**config.mk**
```make
export PLATFORM = sky130hd
export DESIGN_NAME = axi_slave_resp_push_ctrl_flat
export DESIGN_NICKNAME = d
export VERILOG_FILES = /design/src/rtl/axi_slave_resp_push_ctrl_if.sv /design/src/rtl/axi_slave_resp_push_ctrl.sv /design/src/flat_wrapper.sv
export SDC_FILE = /design/constraint.sdc
export NUM_CORES = 1
export LEC_CHECK = 0
export BUFFER_PORTS_ARGS = -buffer_cell sky130_fd_sc_hd__buf_4
export CAP_MARGIN = 20
export CORE_AREA = 2 2 64 66
export CTS_BUF_LIST = sky130_fd_sc_hd__clkbuf_8 sky130_fd_sc_hd__clkbuf_16
export CTS_CLUSTER_DIAMETER = 50
export DETAILED_ROUTE_END_ITERATION = 16
export DIE_AREA = 0 0 66 68
export HOLD_SLACK_MARGIN = 0.06
export PLACE_DENSITY = 0.81
export SETUP_SLACK_MARGIN = 0.3
export SLEW_MARGIN = 20
export SYNTH_ARGS = -nofsm -noshare
export SYNTH_HDL_FRONTEND = slang
export SYNTH_SLANG_ARGS = --single-unit
export TNS_END_PERCENT = 10
```
**constraint.sdc**
```tcl
create_clock -name clk -period 2.25 [get_ports clk]
set_input_delay 0.225 -clock clk [delete_from_list [all_inputs] [get_ports clk]]
set_output_delay 0.225 -clock clk [all_outputs]
set_load 0.01 [all_outputs]
```
**src/rtl/axi_slave_resp_push_ctrl_if.sv**
```systemverilog
// ----------------------------------------------------------------------------
// axi_slave_resp_push_ctrl_if
//
// Purpose:
//   Bundles the completion-descriptor input, the read-data beat input and the
//   R/B response-buffer push outputs of axi_slave_resp_push_ctrl.
//
// Handshake rule (all channels):
//   A transfer happens on a rising clock edge where valid and ready are both
//   high. Valid never depends on ready. The buffer side has no ready: a push
//   strobe is a one-cycle write that is only issued while the buffer's full
//   flag is low.
//
// Signals:
//   cpl_*   completion descriptor from the completion parser
//   dat_*   read data beats
//   rbuf_*  R-channel response-buffer write port
//   bbuf_*  B-channel response-buffer write port
//   busy    controller is sequencing a descriptor
//
// Modports:
//   slave   the controller itself
//   master  the surrounding logic (parser, data source, buffers)
// ----------------------------------------------------------------------------
interface axi_slave_resp_push_ctrl_if #(
    parameter int ID_WIDTH    = 4,
    parameter int DATA_WIDTH  = 64,
    parameter int COUNT_WIDTH = 3
);
    logic                   cpl_valid;
    logic                   cpl_ready;
    logic                   cpl_is_write;
    logic [ID_WIDTH-1:0]    cpl_id;
    logic [COUNT_WIDTH-1:0] cpl_len;
    logic [1:0]             cpl_resp;

    logic                   dat_valid;
    logic                   dat_ready;
    logic [DATA_WIDTH-1:0]  dat_data;

    logic                   rbuf_full;
    logic                   rbuf_push;
    logic [DATA_WIDTH-1:0]  rbuf_data;
    logic [ID_WIDTH-1:0]    rbuf_id;
    logic [1:0]             rbuf_resp;
    logic                   rbuf_last;

    logic                   bbuf_full;
    logic                   bbuf_push;
    logic [ID_WIDTH-1:0]    bbuf_id;
    logic [1:0]             bbuf_resp;

    logic                   busy;

    modport slave (
        input  cpl_valid, cpl_is_write, cpl_id, cpl_len, cpl_resp,
        input  dat_valid, dat_data,
        input  rbuf_full, bbuf_full,
        output cpl_ready, dat_ready,
        output rbuf_push, rbuf_data, rbuf_id, rbuf_resp, rbuf_last,
        output bbuf_push, bbuf_id, bbuf_resp,
        output busy
    );

    modport master (
        output cpl_valid, cpl_is_write, cpl_id, cpl_len, cpl_resp,
        output dat_valid, dat_data,
        output rbuf_full, bbuf_full,
        input  cpl_ready, dat_ready,
        input  rbuf_push, rbuf_data, rbuf_id, rbuf_resp, rbuf_last,
        input  bbuf_push, bbuf_id, bbuf_resp,
        input  busy
    );
endinterface

```
**src/rtl/axi_slave_resp_push_ctrl.sv**
```systemverilog
// ----------------------------------------------------------------------------
// axi_slave_resp_push_ctrl
//
// Purpose:
//   Sequences the AXI slave response path. One completion descriptor is
//   accepted at a time. A read descriptor streams cpl_len+1 data beats into
//   the R buffer (LAST on the final beat); a write descriptor pushes a single
//   B response. The descriptor's ID and RESP are held for the whole response.
//
// Ports:
//   clk          rising-edge clock
//   arst         asynchronous reset, active-high
//   bus          axi_slave_resp_push_ctrl_if.slave (descriptor, data beats,
//                R/B buffer pushes, busy)
//   o_dbg_state  current FSM state (0 = IDLE, 1 = R_PUSH, 2 = B_PUSH)
// ----------------------------------------------------------------------------
module axi_slave_resp_push_ctrl #(
    parameter int MAX_BEATS   = 8,
    parameter int COUNT_WIDTH = $clog2(MAX_BEATS),
    parameter int ID_WIDTH    = 4,
    parameter int DATA_WIDTH  = 64
) (
    input  logic                        clk,
    input  logic                        arst,
    axi_slave_resp_push_ctrl_if.slave   bus,
    output logic [1:0]                  o_dbg_state
);

    typedef enum logic [1:0] {
        S_IDLE   = 2'd0,
        S_R_PUSH = 2'd1,
        S_B_PUSH = 2'd2
    } state_t;

    state_t                 r_state;
    state_t                 w_next_state;

    logic [COUNT_WIDTH-1:0] r_count;
    logic [ID_WIDTH-1:0]    r_id;
    logic [1:0]             r_resp;

    logic                   w_cpl_hs;
    logic                   w_rpush;
    logic                   w_last;

    // A descriptor can only be taken in IDLE, so the handshake is valid & IDLE.
    assign w_cpl_hs = (r_state == S_IDLE) & bus.cpl_valid;
    // An R push consumes one data beat in the same cycle.
    assign w_rpush  = (r_state == S_R_PUSH) & bus.dat_valid & ~bus.rbuf_full;
    // The counter holds the beats remaining after the current one.
    assign w_last   = (r_count == '0);

    assign o_dbg_state = r_state;

    // ------------------------------------------------------------------
    // State register
    // ------------------------------------------------------------------
    always_ff @(posedge clk or posedge arst) begin
        if (arst) begin
            r_state <= S_IDLE;
        end else begin
            r_state <= w_next_state;
        end
    end

    // ------------------------------------------------------------------
    // Next-state logic
    // ------------------------------------------------------------------
    always_comb begin
        w_next_state = r_state;
        case (r_state)
            S_IDLE: begin
                if (w_cpl_hs) begin
                    w_next_state = bus.cpl_is_write ? S_B_PUSH : S_R_PUSH;
                end
            end
            S_R_PUSH: begin
                if (w_rpush && w_last) begin
                    w_next_state = S_IDLE;
                end
            end
            S_B_PUSH: begin
                if (!bus.bbuf_full) begin
                    w_next_state = S_IDLE;
                end
            end
            default: w_next_state = S_IDLE;
        endcase
    end

    // ------------------------------------------------------------------
    // Output logic. Payload outputs are forced to zero outside the state
    // that owns them so that idle and reset present a clean all-zero bus.
    // ------------------------------------------------------------------
    always_comb begin
        bus.cpl_ready = 1'b0;
        bus.dat_ready = 1'b0;
        bus.rbuf_push = 1'b0;
        bus.rbuf_data = '0;
        bus.rbuf_id   = '0;
        bus.rbuf_resp = 2'b00;
        bus.rbuf_last = 1'b0;
        bus.bbuf_push = 1'b0;
        bus.bbuf_id   = '0;
        bus.bbuf_resp = 2'b00;
        bus.busy      = (r_state != S_IDLE);
        case (r_state)
            S_IDLE: begin
                bus.cpl_ready = 1'b1;
            end
            S_R_PUSH: begin
                bus.dat_ready = ~bus.rbuf_full;
                bus.rbuf_push = w_rpush;
                bus.rbuf_data = bus.dat_data;
                bus.rbuf_id   = r_id;
                bus.rbuf_resp = r_resp;
                bus.rbuf_last = w_last;
            end
            S_B_PUSH: begin
                bus.bbuf_push = ~bus.bbuf_full;
                bus.bbuf_id   = r_id;
                bus.bbuf_resp = r_resp;
            end
            default: begin
                bus.cpl_ready = 1'b0;
            end
        endcase
    end

    // ------------------------------------------------------------------
    // Descriptor capture and beat down-counter. The counter saturates at
    // zero: the final push leaves the FSM instead of wrapping the count.
    // ------------------------------------------------------------------
    always_ff @(posedge clk or posedge arst) begin
        if (arst) begin
            r_count <= '0;
            r_id    <= '0;
            r_resp  <= 2'b00;
        end else begin
            if (w_cpl_hs) begin
                r_id   <= bus.cpl_id;
                r_resp <= bus.cpl_resp;
                if (!bus.cpl_is_write) begin
                    r_count <= bus.cpl_len;
                end
            end else if (w_rpush && !w_last) begin
                r_count <= r_count - 1'b1;
            end
        end
    end

endmodule

```
**src/flat_wrapper.sv**
```systemverilog
// flat-port wrapper written by rule: the top's interface ports become plain ports
module axi_slave_resp_push_ctrl_flat 
#(
    parameter int MAX_BEATS   = 8,
    parameter int COUNT_WIDTH = $clog2(MAX_BEATS),
    parameter int ID_WIDTH    = 4,
    parameter int DATA_WIDTH  = 64
)
  (clk, arst, o_dbg_state, bus_cpl_valid, bus_cpl_is_write, bus_cpl_id, bus_cpl_len, bus_cpl_resp, bus_dat_valid, bus_dat_data, bus_rbuf_full, bus_bbuf_full, bus_cpl_ready, bus_dat_ready, bus_rbuf_push, bus_rbuf_data, bus_rbuf_id, bus_rbuf_resp, bus_rbuf_last, bus_bbuf_push, bus_bbuf_id, bus_bbuf_resp, bus_busy);
  axi_slave_resp_push_ctrl_if #(.ID_WIDTH(ID_WIDTH), .DATA_WIDTH(DATA_WIDTH), .COUNT_WIDTH(COUNT_WIDTH)) bus_i ();
  input  logic clk;
  input  logic arst;
  output logic [1:0] o_dbg_state;
  input wire logic [$bits(bus_i.cpl_valid)-1:0] bus_cpl_valid;
  input wire logic [$bits(bus_i.cpl_is_write)-1:0] bus_cpl_is_write;
  input wire logic [$bits(bus_i.cpl_id)-1:0] bus_cpl_id;
  input wire logic [$bits(bus_i.cpl_len)-1:0] bus_cpl_len;
  input wire logic [$bits(bus_i.cpl_resp)-1:0] bus_cpl_resp;
  input wire logic [$bits(bus_i.dat_valid)-1:0] bus_dat_valid;
  input wire logic [$bits(bus_i.dat_data)-1:0] bus_dat_data;
  input wire logic [$bits(bus_i.rbuf_full)-1:0] bus_rbuf_full;
  input wire logic [$bits(bus_i.bbuf_full)-1:0] bus_bbuf_full;
  output wire logic [$bits(bus_i.cpl_ready)-1:0] bus_cpl_ready;
  output wire logic [$bits(bus_i.dat_ready)-1:0] bus_dat_ready;
  output wire logic [$bits(bus_i.rbuf_push)-1:0] bus_rbuf_push;
  output wire logic [$bits(bus_i.rbuf_data)-1:0] bus_rbuf_data;
  output wire logic [$bits(bus_i.rbuf_id)-1:0] bus_rbuf_id;
  output wire logic [$bits(bus_i.rbuf_resp)-1:0] bus_rbuf_resp;
  output wire logic [$bits(bus_i.rbuf_last)-1:0] bus_rbuf_last;
  output wire logic [$bits(bus_i.bbuf_push)-1:0] bus_bbuf_push;
  output wire logic [$bits(bus_i.bbuf_id)-1:0] bus_bbuf_id;
  output wire logic [$bits(bus_i.bbuf_resp)-1:0] bus_bbuf_resp;
  output wire logic [$bits(bus_i.busy)-1:0] bus_busy;
  assign bus_i.cpl_valid = bus_cpl_valid;
  assign bus_i.cpl_is_write = bus_cpl_is_write;
  assign bus_i.cpl_id = bus_cpl_id;
  assign bus_i.cpl_len = bus_cpl_len;
  assign bus_i.cpl_resp = bus_cpl_resp;
  assign bus_i.dat_valid = bus_dat_valid;
  assign bus_i.dat_data = bus_dat_data;
  assign bus_i.rbuf_full = bus_rbuf_full;
  assign bus_i.bbuf_full = bus_bbuf_full;
  assign bus_cpl_ready = bus_i.cpl_ready;
  assign bus_dat_ready = bus_i.dat_ready;
  assign bus_rbuf_push = bus_i.rbuf_push;
  assign bus_rbuf_data = bus_i.rbuf_data;
  assign bus_rbuf_id = bus_i.rbuf_id;
  assign bus_rbuf_resp = bus_i.rbuf_resp;
  assign bus_rbuf_last = bus_i.rbuf_last;
  assign bus_bbuf_push = bus_i.bbuf_push;
  assign bus_bbuf_id = bus_i.bbuf_id;
  assign bus_bbuf_resp = bus_i.bbuf_resp;
  assign bus_busy = bus_i.busy;
  axi_slave_resp_push_ctrl #(.MAX_BEATS(MAX_BEATS), .COUNT_WIDTH(COUNT_WIDTH), .ID_WIDTH(ID_WIDTH), .DATA_WIDTH(DATA_WIDTH)) u_core (.clk(clk), .arst(arst), .bus(bus_i), .o_dbg_state(o_dbg_state));
endmodule
```
==> impl_metrics.yaml <==
logic_synthesis:
  yosysSeqAreaShare_pct: 24.1
  synthCells: 136
  synth.area.mux_share_pct: 7.89
  netlist_area_mm2: 0.00114
  ys_top_cells_by_count: "and2_1, dfrtp_1, buf_2"
  yosysUniqueCellTypes: 28
  synth-edff-count: 0
  synthXorXnorAreaFrac_pct: 0
  ys.flop_type: "dfrtp_1"
  yosys.area_share.simple_pct: 53.5
  synth.area.top_cells: "and2_1, dfrtp_1, mux2_4"
  synth_top_area_share_pct: 41.6
  syn_area_per_cell_um2: 8.40
  yosys_warnings: 0
  synth_adder_area_share_pct: 2.19
  synth_compound_area_share_pct: 5.37
  yosys_register_bits: 11
  syn_nets: 218
  synth_top_family_by_area: "simple AND/OR/NAND/NOR gates"
  yosysMostFrequentCell: "and2_1"
  synth_top_area_cell: "and2_1"
  async_flop_share_pct: 100
critical_path:
  slowest_delay_ns: 0.49
  reg2reg_depth: 3
  crit_fanout: 44
  cp-end-kind: "output port"
  crit_top_cell: "buf_4"
  cp.required_ns: 2.03
  cp_cell_sequence: "and2b_1, buf_4, and2_1, buf_4"
  slowest_stage: "dfrtp_1"
  critPathTopFamily: "flip-flops"
  arrival_ns: 1.62
  critPathKind: "flop to output port"
  path_buf_inv: 2
  start_kind: "flop"
  crit_cells: 4
clock_tree:
  postCtsSetupBuffers: 0
  cts_sinks: 11
  cts.path.max_buffers: 2
  cts_made_buffers: 3
  clkLatencyLatePin_ns: 0.24
  cts_tree: "yes"
  h-tree-depth: 1
  clk_pin_slew_ns: 0.05
  root_buffer: "clkbuf_8"
floorplan:
  fp.dieH_um: 68
  core_area_mm2: 0.00386
  ios: 164
  die_w_um: 66
  row_count: 23
  dieArea_mm2: 0.00449
  initial_core_util_pct: 29.6
power_and_ir_drop:
  total_power_mw: 2.40
  clock_power_share_pct: 8.0
  pwr-share-comb_pct: 75.8
  p_sw_share_pct: 40.4
  powerDensity_mw_per_mm2: 985
  internal_power_mw: 1.43
  ir_worst_vdd_v: 0.000637
  power.switching_mw: 0.970
  p_seq_share_pct: 16.2
  leakagePower_nw: 1.36
grt:
  grt_pass1_wl_um: 6070
  grt_pass1_vias: 1268
  grt_antenna_before_repair: 0
  grt_max_degree: 45
  grt_usage_pct: 17.4
  grt-ovfl-total: 0
timing:
  setup_violations: 0
  max_slew_margin_pct: 72.6
  period_minus_slack_ns: 1.84
  fmaxAchievable_ghz: 0.543
  final_hold_viol_count: 0
  rsz0062_at_grt: "no"
  fin_setup_tns_ns: 0
  skew_ns: 0.00113
  tightest_slew_ns: 0.410
  drv_slew: 0
  finalCritPeriodShare_pct: 81.8
worst_hold_path:
  hold_path_depth: 2
  hold_class: "input port to flop"
layout:
  fillers: 354
  antenna_cells: 0
  final_area_mm2: 0.00244
  layout-drive-gt1-share_pct: 60.6
  area_growth_pct: 114
  finalNonFillerCells: 347
  finalNetCount: 380
route:
  drtAntennaViolNets: 0
  routed_via_density: 4.22
  drcViolationCount: 0
  dr.pass1.iters: 4
  num_vias: 1466
  routed_wl_um: 4560
  post_drt_wl_per_cell_um: 13.1
  drt_iter0_markers: 37
place:
  portBuffers: 163
  placed_area_mm2: 0.00239
  place_congestion: 0.722
  hpwl_um: 3700
  dp_cells: 342
run:
  cap_violations: 0
status:
  outcome: "finished, final reports clean"
## final timing paths
| kind | from | endpoint | slack [ns] |
|---|---|---|---|
| max | u_core.o_dbg_state[1] | bus_rbuf_data[3] | 0.41 |
| min | bus_cpl_id[1] | u_core.r_id[1] | 0.21 |
| max reg2reg | u_core.o_dbg_state[1] | u_core.r_count[0] | 0.83 |
| min reg2reg | u_core.r_count[1] | u_core.r_count[1] | 0.48 |
| max in group asynchronous | arst | u_core.o_dbg_state[1] | 1.42 |
| min in group asynchronous | arst | u_core.r_count[0] | 0.54 |
## cells in the final DEF, fill, tap and decap left out, types with 2 or more instances in the layout
master / netlist / layout
mux2_4: 6 / 6
and2_1: 76 / 76
ha_1: 2 / 2
dfrtp_1: 11 / 11
and2b_1: 2 / 2
nor2_1: 4 / 4
a311oi_1: 2 / 2
clkbuf_8: 0 / 3
inv_1: 6 / 7
buf_4: 0 / 165
## worst register-to-register path, cell delays in order, from the launching register on
cell and delay [ns]:
dfrtp_1 0.49, nor4b_2 0.47, a21oi_2 0.07, a211oi_1 0.28
## power by group through the flow
| stage | Clock (mW) | Combinational, mW | Sequential, mW |
|---|---|---|---|
| after floorplan | 0 | 0.980 | 0.358 |
| after global placement | 0 | 1.81 | 0.378 |
| after detailed placement | 0 | 1.84 | 0.389 |
| after CTS | 0.190 | 1.85 | 0.390 |
| after global routing | 0.201 | 1.97 | 0.407 |
| final | 0.191 | 1.82 | 0.390 |
## per-stage QoR
step / worst slack [ns] / utilization [%] / hold slack, ns
2_1_floorplan: 0.824 / - / 0.0774
3_3_place_gp: 0.725 / 61.9 / 0.255
3_5_place_dp: 0.691 / 61.9 / 0.250
4_1_cts: 0.421 / 63.3 / 0.217
5_1_grt: 0.330 / 63.3 / 0.215
6_report: 0.409 / 63.3 / 0.215
## per-layer routing
| metal | track usage, % | vias to the layer above | wire length (µm) |
|---|---|---|---|
| met3 | 3.62 | 4 | 432 |
| met4 | 4.59 | 0 | 25 |
| met2 | 32.8 | 76 | 2380 |
| met5 | 0 | - | 0 |
| li1 | - | 750 | - |
| met1 | 20.0 | 636 | 1720 |
## repair_timing
item,CTS,global route
hold endpoints to repair,11,0
resized for setup,0,0
hold buffers,1,0
## layout make-up
cell class	instances	area [µm²]	area share, %
Clock buffer	3	41.3	1.69
Clock inverter	1	3.75	0.154
Inverter	6	22.5	0.923
Multi-Input combinational cell	110	787	32.2
Sequential cell	11	275	11.3
Tap cell	50	62.6	2.56
Timing Repair Buffer	166	1250	51.2
## registers in the layout, summed over array words and instances, names as in the netlist
name                cells
u_core.r_resp           2
u_core.r_count          3
u_core.o_dbg_state      2
u_core.r_id             4
## logic make-up after synthesis
| group | after synthesis |
|---|---|
| AO/OA/AOI/OAI | 8 |
| AND/OR/NAND/NOR | 94 |
| adder cells (fa/ha/maj) | 2 |
| buffers and inverters | 15 |
| flip-flops | 11 |
| multiplexers | 6 |
Note: power is estimated with default switching activity, not from simulation.
